--- src/rtl/move_input_if.sv ---
// Button-conditioner bus between the raw cell buttons / game core and move_input.
// MOVE_COUNT_EN adds the move_count signal to the bundle.
interface move_input_if;
    logic [8:0] raw_btn;
    logic       game_over;
    logic [8:0] move_pulse;
    logic       reject_pulse;
    logic       busy;
`ifdef MOVE_COUNT_EN
    logic [3:0] move_count;

    modport master (
        output raw_btn, game_over,
        input  move_pulse, reject_pulse, busy, move_count
    );
    modport slave (
        input  raw_btn, game_over,
        output move_pulse, reject_pulse, busy, move_count
    );
`else
    modport master (
        output raw_btn, game_over,
        input  move_pulse, reject_pulse, busy
    );
    modport slave (
        input  raw_btn, game_over,
        output move_pulse, reject_pulse, busy
    );
`endif
endinterface

--- src/rtl/move_input.sv ---
// Synchronise, debounce and one-cell-per-press filter for the tic-tac-toe buttons.
// Optional feature: define MOVE_COUNT_EN to add the saturating move_count output.
module move_input #(
    parameter int DEBOUNCE_CYCLES = 16,
    parameter int CNT_W           = 5
) (
    input  logic         clk,
    input  logic         reset,
    move_input_if.slave  bus
);

    typedef enum logic [2:0] {
        IDLE     = 3'd0,
        DEBOUNCE = 3'd1,
        ACCEPT   = 3'd2,
        REJECT   = 3'd3,
        RELEASE  = 3'd4
    } state_t;

    localparam logic [CNT_W-1:0] CNT_LAST = CNT_W'(DEBOUNCE_CYCLES - 1);
    localparam logic [CNT_W-1:0] CNT_ONE  = CNT_W'(1);

    state_t           state_r;
    state_t           state_s;
    logic [8:0]       sync1_r;
    logic [8:0]       sync2_r;
    logic [8:0]       cand_r;
    logic [8:0]       cand_s;
    logic [CNT_W-1:0] cnt_r;
    logic [CNT_W-1:0] cnt_s;
    logic [8:0]       move_pulse_r;
    logic             reject_pulse_r;
    logic             busy_r;

    function automatic logic is_one_hot(input logic [8:0] v);
        return (v != 9'd0) && ((v & (v - 9'd1)) == 9'd0);
    endfunction

    // Two-flop synchroniser for the asynchronous button levels
    always_ff @(posedge clk) begin
        if (reset) begin
            sync1_r <= 9'd0;
            sync2_r <= 9'd0;
        end else begin
            sync1_r <= bus.raw_btn;
            sync2_r <= sync1_r;
        end
    end

    // Next-state, candidate and qualification counter logic
    always_comb begin
        state_s = state_r;
        cand_s  = cand_r;
        cnt_s   = cnt_r;
        case (state_r)
            IDLE: begin
                if (sync2_r != 9'd0) begin
                    cand_s  = sync2_r;
                    cnt_s   = {CNT_W{1'b0}};
                    state_s = DEBOUNCE;
                end else begin
                    state_s = IDLE;
                end
            end
            DEBOUNCE: begin
                // game_over only matters on this decision edge
                if (sync2_r != cand_r) begin
                    state_s = IDLE;
                end else if (cnt_r == CNT_LAST) begin
                    if (is_one_hot(cand_r) && !bus.game_over) begin
                        state_s = ACCEPT;
                    end else begin
                        state_s = REJECT;
                    end
                end else begin
                    cnt_s = cnt_r + CNT_ONE;
                end
            end
            ACCEPT: begin
                state_s = RELEASE;
                cnt_s   = {CNT_W{1'b0}};
            end
            REJECT: begin
                state_s = RELEASE;
                cnt_s   = {CNT_W{1'b0}};
            end
            RELEASE: begin
                // Any held button restarts the release window, so no re-trigger
                if (sync2_r != 9'd0) begin
                    cnt_s = {CNT_W{1'b0}};
                end else if (cnt_r == CNT_LAST) begin
                    state_s = IDLE;
                end else begin
                    cnt_s = cnt_r + CNT_ONE;
                end
            end
            default: begin
                state_s = IDLE;
                cand_s  = 9'd0;
                cnt_s   = {CNT_W{1'b0}};
            end
        endcase
    end

    // State register with outputs registered from the next state
    always_ff @(posedge clk) begin
        if (reset) begin
            state_r        <= IDLE;
            cand_r         <= 9'd0;
            cnt_r          <= {CNT_W{1'b0}};
            move_pulse_r   <= 9'd0;
            reject_pulse_r <= 1'b0;
            busy_r         <= 1'b0;
        end else begin
            state_r        <= state_s;
            cand_r         <= cand_s;
            cnt_r          <= cnt_s;
            move_pulse_r   <= (state_s == ACCEPT) ? cand_r : 9'd0;
            reject_pulse_r <= (state_s == REJECT);
            busy_r         <= (state_s != IDLE);
        end
    end

    assign bus.move_pulse   = move_pulse_r;
    assign bus.reject_pulse = reject_pulse_r;
    assign bus.busy         = busy_r;

`ifdef MOVE_COUNT_EN
    logic [3:0] move_count_r;

    // Accepted-move counter, saturating at a full grid of nine
    always_ff @(posedge clk) begin
        if (reset) begin
            move_count_r <= 4'd0;
        end else if ((state_r == ACCEPT) && (move_count_r != 4'd9)) begin
            move_count_r <= move_count_r + 4'd1;
        end else begin
            move_count_r <= move_count_r;
        end
    end

    assign bus.move_count = move_count_r;
`endif

endmodule
--- src/flat_wrapper.sv ---
// flat-port wrapper written by rule: the top's interface ports become plain ports
module move_input_flat 
#(
    parameter int DEBOUNCE_CYCLES = 16,
    parameter int CNT_W           = 5
)
  (clk, reset, bus_raw_btn, bus_game_over, bus_move_pulse, bus_reject_pulse, bus_busy);
  move_input_if bus_i ();
  input  logic clk;
  input  logic reset;
  input wire logic [$bits(bus_i.raw_btn)-1:0] bus_raw_btn;
  input wire logic [$bits(bus_i.game_over)-1:0] bus_game_over;
  output wire logic [$bits(bus_i.move_pulse)-1:0] bus_move_pulse;
  output wire logic [$bits(bus_i.reject_pulse)-1:0] bus_reject_pulse;
  output wire logic [$bits(bus_i.busy)-1:0] bus_busy;
  assign bus_i.raw_btn = bus_raw_btn;
  assign bus_i.game_over = bus_game_over;
  assign bus_move_pulse = bus_i.move_pulse;
  assign bus_reject_pulse = bus_i.reject_pulse;
  assign bus_busy = bus_i.busy;
  move_input #(.DEBOUNCE_CYCLES(DEBOUNCE_CYCLES), .CNT_W(CNT_W)) u_core (.clk(clk), .reset(reset), .bus(bus_i));
endmodule
--- config.mk ---
export PLATFORM = sky130hd
export DESIGN_NAME = move_input_flat
export DESIGN_NICKNAME = d
export VERILOG_FILES = /design/src/rtl/move_input_if.sv /design/src/rtl/move_input.sv /design/src/flat_wrapper.sv
export SDC_FILE = /design/constraint.sdc
export NUM_CORES = 1
export LEC_CHECK = 0
export ABC_AREA = 0
export BUFFER_PORTS_ARGS = -buffer_cell sky130_fd_sc_hd__buf_2
export CAP_MARGIN = 20
export CELL_PAD_IN_SITES_DETAIL_PLACEMENT = 1
export CELL_PAD_IN_SITES_GLOBAL_PLACEMENT = 1
export CORE_ASPECT_RATIO = 0.9
export CORE_MARGIN = 5
export CORE_UTILIZATION = 46
export CTS_CLUSTER_SIZE = 16
export DETAILED_ROUTE_END_ITERATION = 12
export GPL_TIMING_DRIVEN = 0
export PLACE_DENSITY = 0.88
export SETUP_SLACK_MARGIN = 0.2
export SLEW_MARGIN = 20
export SYNTH_ARGS = -nofsm -noshare
export SYNTH_HDL_FRONTEND = slang
export SYNTH_SLANG_ARGS = --single-unit
--- constraint.sdc ---
create_clock -name clk -period 3.2 [get_ports clk]
set_input_delay 0.48 -clock clk [delete_from_list [all_inputs] [get_ports clk]]
set_output_delay 0.48 -clock clk [all_outputs]
set_load 0.03 [all_outputs]
Yosys cells after proc, flatten, opt, wreduce, memory -nomap -nowiden
Index checks and enable logic that the tools add are counted.

Bits in latches: 0. Word-level logic and storage cells: 50. Bits in writable memories: 0. Register bits after elaboration: 46. Bits in read-only memories: 0. Bits of input ports: 12. Memories: 0.

Equality and inequality tests: 10. Reductions and logical operators: 13. Magnitude comparators: 0. Shifts and indexed selects: 0. Divide/modulo/power cells: 0. Multipliers: 0. Add/sub/neg operators: 2. Muxes and demuxes: 14. Bitwise gates (word level): 3.

Operators with widths (count): $mux W5 (4); $pmux W9 S2 (1); $reduce_bool A9 Y1 (2); $pmux W5 S3 (1); $eq A3 B2 Y1 const B (4); $mux W3 (4); $pmux W3 S4 (1); $and A9 B9 Y9 (1); $logic_not A9 Y1 (1); $mux W9 (1); $ne A9 B9 Y1 (1); $sub A9 B1 Y9 const B (1); $add A5 B1 Y5 const B (1); $eq A5 B4 Y1 const B (1); $reduce_and A2 Y1 (2); $reduce_or A2 Y1 (2); $reduce_or A4 Y1 (1); $eq A3 B1 Y1 const B (1); $eq A3 B3 Y1 const B (1); $logic_not A3 Y1 (1); $reduce_bool A3 Y1 (1); $logic_and A1 B1 Y1 (2); $mux W1 (2); $ne A2 B1 Y1 const B (1); 3 further kinds (4).

Logic depth before layout (Yosys ltp)
Depth after elaboration: 12. Mapped depth: 6. Mapped depth without buffers: 6.

Worst setup path after synthesis
No wires, ideal clock.

Kind: register to register. From: register u_core.cand_r[0]. To: register u_core.move_pulse_r[0], in the netlist u_core.bus.move_pulse[0]. Path buffers: 0. Cell stages (with the launch flop): 6. Slack: 1274 ps. Data arrival time: 1866 ps. Path through: dfxtp_1 -> or4_1 -> o31ai_1 -> nand2_1 -> a2111oi_4 -> and2_1.

Cells in the longest elaborated chain, start to end: 12. Elaborated cells on any way between the ends: 14. Those cells by class: add/sub (1); eq/ne (2); mux (4); bitwise (2); reduce/logical (5).

Ends and longest elaborated chain: from (decl) (RTL line move_input.sv:27) `logic [8:0] cand_r;`; from (signal assigned) (RTL line move_input.sv:116) `cand_r <= cand_s;`; $sub A9 B1 Y9 (RTL line move_input.sv:36) `return (v != 9'd0) && ((v & (v - 9'd1)) == 9'd0);`; $and A9 B9 Y9 (RTL line move_input.sv:36); $logic_not A9 Y1 (RTL line move_input.sv:36); $logic_and A1 B1 Y1 (RTL line move_input.sv:36); $logic_and A1 B1 Y1 (RTL line move_input.sv:70) `if (is_one_hot(cand_r) && !bus.game_over) begin`; $mux W1 (RTL line move_input.sv:70); $mux W3 (RTL line move_input.sv:69) `end else if (cnt_r == CNT_LAST) begin`; $mux W3 (RTL line move_input.sv:67) `if (sync2_r != cand_r) begin`; $pmux W3 S4 (RTL line move_input.sv:55) `case (state_r)`; $eq A3 B2 Y1 (RTL line move_input.sv:118) `move_pulse_r <= (state_s == ACCEPT) ? cand_r : 9'd0;`; $not A1 Y1 (no line); $reduce_or A2 Y1 (no line); to (signal assigned) (RTL line move_input.sv:118); to (decl) (RTL line move_input.sv:31) `logic [8:0] move_pulse_r;`.

Parallel ways exist; a longest one is shown, timed or not. A chain may end at the register's enable or synchronous reset.

Final worst setup path
From: register u_core.cand_r[2]. To: register u_core.move_pulse_r[7], in the netlist u_core.bus.move_pulse[7].

Cells in the longest elaborated chain, start to end: 12. Elaborated cells on any way between the ends: 14. Those cells by class: add/sub (1); eq/ne (2); mux (4); bitwise (2); reduce/logical (5).

Ends and longest elaborated chain (RTL line): $sub A9 B1 Y9 (move_input.sv:36); $and A9 B9 Y9 (move_input.sv:36); $logic_not A9 Y1 (move_input.sv:36); $logic_and A1 B1 Y1 (move_input.sv:36); $logic_and A1 B1 Y1 (move_input.sv:70); $mux W1 (move_input.sv:70); $mux W3 (move_input.sv:69); $mux W3 (*) (move_input.sv:67); $pmux W3 S4 (*) (move_input.sv:55); $eq A3 B2 Y1 (*) (move_input.sv:118); $not A1 Y1 (no line) (*); $reduce_or A2 Y1 (no line) (*).

Mark *: on every way between the ends. The rest lies on a longest branch, timed or not.

==> impl_summary.log <==
[metrics] outcome: finished, final reports clean
[metrics] post-DR vias/cell: 5.648
[metrics] fin. max-slew vios: 0
[metrics] dominant register cell in the synthesized netlist: dfxtp_1
[metrics] Static Leakage: 0.0008438 uW
[metrics] Worst Reg2Reg Path Length in Cells: 5
[metrics] number of levels in the clock H-tree: 2
[metrics] WL per Instance: 16.06 microns
[metrics] TritonCTS clock tree: yes
[metrics] leading cell types by count after synthesis: dfxtp_1 (46), nor2b_1 (19), nor2_1 (17)
[metrics] GRT Overall Usage: 0.1777
[metrics] category of the critical setup timing path: flop to flop
[metrics] number of buffers created by CTS: 5
[metrics] Ant. Diodes: 0
[metrics] post-DP HPWL: 2.943 mm
[metrics] # IOs: 23
[metrics] synthesis-stage register bit count: 46
[metrics] power per cell area: 577.3 nW/um^2
[metrics] Yosys warning count: 0
[metrics] FILL cells: 439
[metrics] total number of placement rows: 21
[metrics] clock latency on the worst-skew pair: roughly 0.30 ns
[metrics] Worst R2R Setup Slack: a little over 0.9 ns
[metrics] Num Clock Sinks: 46
[metrics] total power after layout: 1164 uW
[metrics] die footprint: 5112 sq um
[metrics] Final Hold Fails: 0
[metrics] hold depth: 2
[metrics] final worst path period need: 2.265 ns
[metrics] setup TNS after final layout: 0 ns
[metrics] final cycle utilization of the critical path: 0.7079
[metrics] Final ANT Viol Nets: 0
[metrics] type of element launching the critical path: flop
[metrics] Max Clock Skew: 0.003792 ns
[metrics] transition time of the tightest slew-check pin: ~0.61 ns
[metrics] count of flip-flops with a built-in enable after synthesis: 0
[metrics] # port buffers: 22
[metrics] post-synth cell types: 36
[metrics] largest net degree at the start of global routing: 15
[metrics] Required @ worst endpoint: approximately 3.5 ns
[metrics] total wire length after detailed routing: 4.016 mm
[metrics] number of nets produced by synthesis: about 190
[metrics] total gr overflow: 0
[metrics] worst min-delay path startpoint: bus_raw_btn[3]
[metrics] Highest Clock Rate: about 0.44 GHz
[metrics] portion of synthesized cell area occupied by the leading cell type: 0.5295
[metrics] data arrival time of the worst path: 2.52 ns
[metrics] setup repair after global routing missed its margin: no
[metrics] drt first-iter violations: a little over 80
[metrics] number of nets in the final layout: 216
[metrics] proportion of synthesized flip-flops having asynchronous set or reset: 0
[metrics] width of the chip: 74.82 microns
[metrics] detailed-routing iteration count for the pre-antenna-repair pass: 4
[metrics] core area: 3679 sq um
[metrics] height of the chip: about 68 microns
[metrics] clk slew on worst S/H paths: 0.08 ns
[metrics] largest voltage drop on the vdd net: approximately 0.0003 V
[metrics] global-route wire length before repair: 6.699 mm
[metrics] mean post-synth cell area: 9.995 sq um
[metrics] critical path startpoint: u_core.cand_r[2]
[metrics] post-CTS setup buffer count: 0
[metrics] starting density of the core: 0.4728
[metrics] Slew headroom: 0.5966
[metrics] hold buffer count at CTS: 0
[metrics] Crit Path Max Fanout: 9
[metrics] Final setup viols: 0
[metrics] fraction of the yosys area taken by sequential cells: 0.5295
[metrics] synth-to-layout area growth: 15.90%
[metrics] most frequent cell after synthesis: dfxtp_1
[metrics] antenna violations before repair: 0
[metrics] worst hold endpoint: u_core.sync1_r[3]
[metrics] residual DRC count: 0
[metrics] main area contributors after synthesis: dfxtp_1 (53%), nor2b_1 (6.8%), xor2_1 (4.5%), nor2_1 (3.7%), a22oi_1 (3.5%)
[metrics] clock tree root buffer cell: clkbuf_8
[metrics] share of cells above drive strength 1: 0.1667
[metrics] destination of the worst register-to-register timing path: u_core.bus.move_pulse[7]
[metrics] cell type with the highest aggregate area in the netlist: dfxtp_1
[metrics] vias after detailed routing: 1412
[metrics] source of the worst register-to-register timing path: u_core.cand_r[2]
[metrics] area of the mapped netlist: 1739 sq um
[metrics] CP endpoint kind: flop
[metrics] number of standard cells after synthesis: 174
[metrics] via count of the first global-routing pass: 1456
[metrics] post_cts resized: 0
[metrics] final weighted congestion in routability-driven placement: ~0.80
[metrics] buffer depth of the longest clock path: 2
[metrics] hold crit path type: input port to flop
[metrics] MaxCap Viol Count: 0
==> worst max-delay path, stage by stage (launching register included) <==
cell and delay (ns):
dfxtp_1 0.47, xor2_1 0.11, nor4_1 0.50, nand4_1 0.35, a2111oi_4 0.58, and2_1 0.20
==> registers in the layout (all words and copies together), names as in the netlist <==
| name | cells |
|---|---|
| u_core.bus.reject_pulse | 1 |
| u_core.sync2_r | 9 |
| u_core.bus.move_pulse | 9 |
| u_core.state_r | 3 |
| u_core.cand_r | 9 |
| u_core.cnt_r | 5 |
| u_core.sync1_r | 9 |
| u_core.bus.busy | 1 |
==> layer usage <==
metal  vias to the layer above  share of wire  global-route usage
met5                         -              0                   0
met4                         0          0.019             0.08000
met3                         8          0.051             0.04258
met2                        34           0.52              0.3213
met1                       694           0.41              0.1966
li1                        676              -                   -
==> final cells by class <==
class / count / area, sq um / area share
plain buffers: 4 / 15.01 / 0.007449
clock buffers: 5 / 68.82 / 0.03414
clock inverters: 3 / 40.04 / 0.01986
inverters: 3 / 11.26 / 0.005587
multi-input cells: 121 / 792.0 / 0.3929
flip-flops and latches: 46 / 920.9 / 0.4569
well taps: 46 / 57.56 / 0.02855
repair buffers: 22 / 110.1 / 0.05462
==> metrics by stage <==
step	instances	utilization	hold slack, ns	worst slack (ns)	instance area (sq um)
finish	250	0.5480	0.3842	0.9348	2016
CTS	250	0.5480	0.3847	0.9304	2016
detailed placement	242	0.5184	0.4285	0.9898	1907
global route	250	0.5480	0.3934	0.7226	2016
global placement	242	0.5184	0.4219	1.077	1907
floorplan	174	-	0.4138	1.274	1739
==> worst max-delay path by stage <==
stage	slack, ns	to	cells past startpoint
finish	0.93	u_core.bus.move_pulse[7]	5
global route	0.72	u_core.bus.move_pulse[0]	5
CTS	0.93	u_core.bus.move_pulse[7]	5
detailed placement	0.99	u_core.bus.move_pulse[7]	5
global placement	1.08	u_core.bus.move_pulse[0]	5
floorplan	1.27	u_core.bus.move_pulse[0]	5
==> where the power goes <==
group	internal [uW]	switching [uW]	leakage (uW)
clock network	230	189	0.0000579
logic	50.1	79.0	0.000410
registers	594	21.6	0.000376
==> layout by cell type (no fill, tap or decap), types with 5 or more instances in the layout <==
master and n:
clkbuf_8 5, nand2_1 7, dfxtp_1 46, nor2_1 17
xor2_1 9, a22oi_1 8, nor2b_1 19, nor3_1 5
and2_1 9, buf_2 22, a21oi_1 6
==> kinds of logic (layout without fill, tap and decap cells) <==
kind of cell | Yosys count | count (layout) | share of synthesized area
and+or+nand+nor | 76 | 76 | 0.2388
muxes | 3 | 3 | 0.01799
DFF | 46 | 46 | 0.5295
adders and majority gates | 1 | 1 | 0.007193
buffers and inverters | 7 | 37 | 0.01510
xor gates and xnor gates | 9 | 9 | 0.04533
AOI/OAI and AO/OA | 32 | 32 | 0.1461
(Power assumes the default switching activity.)
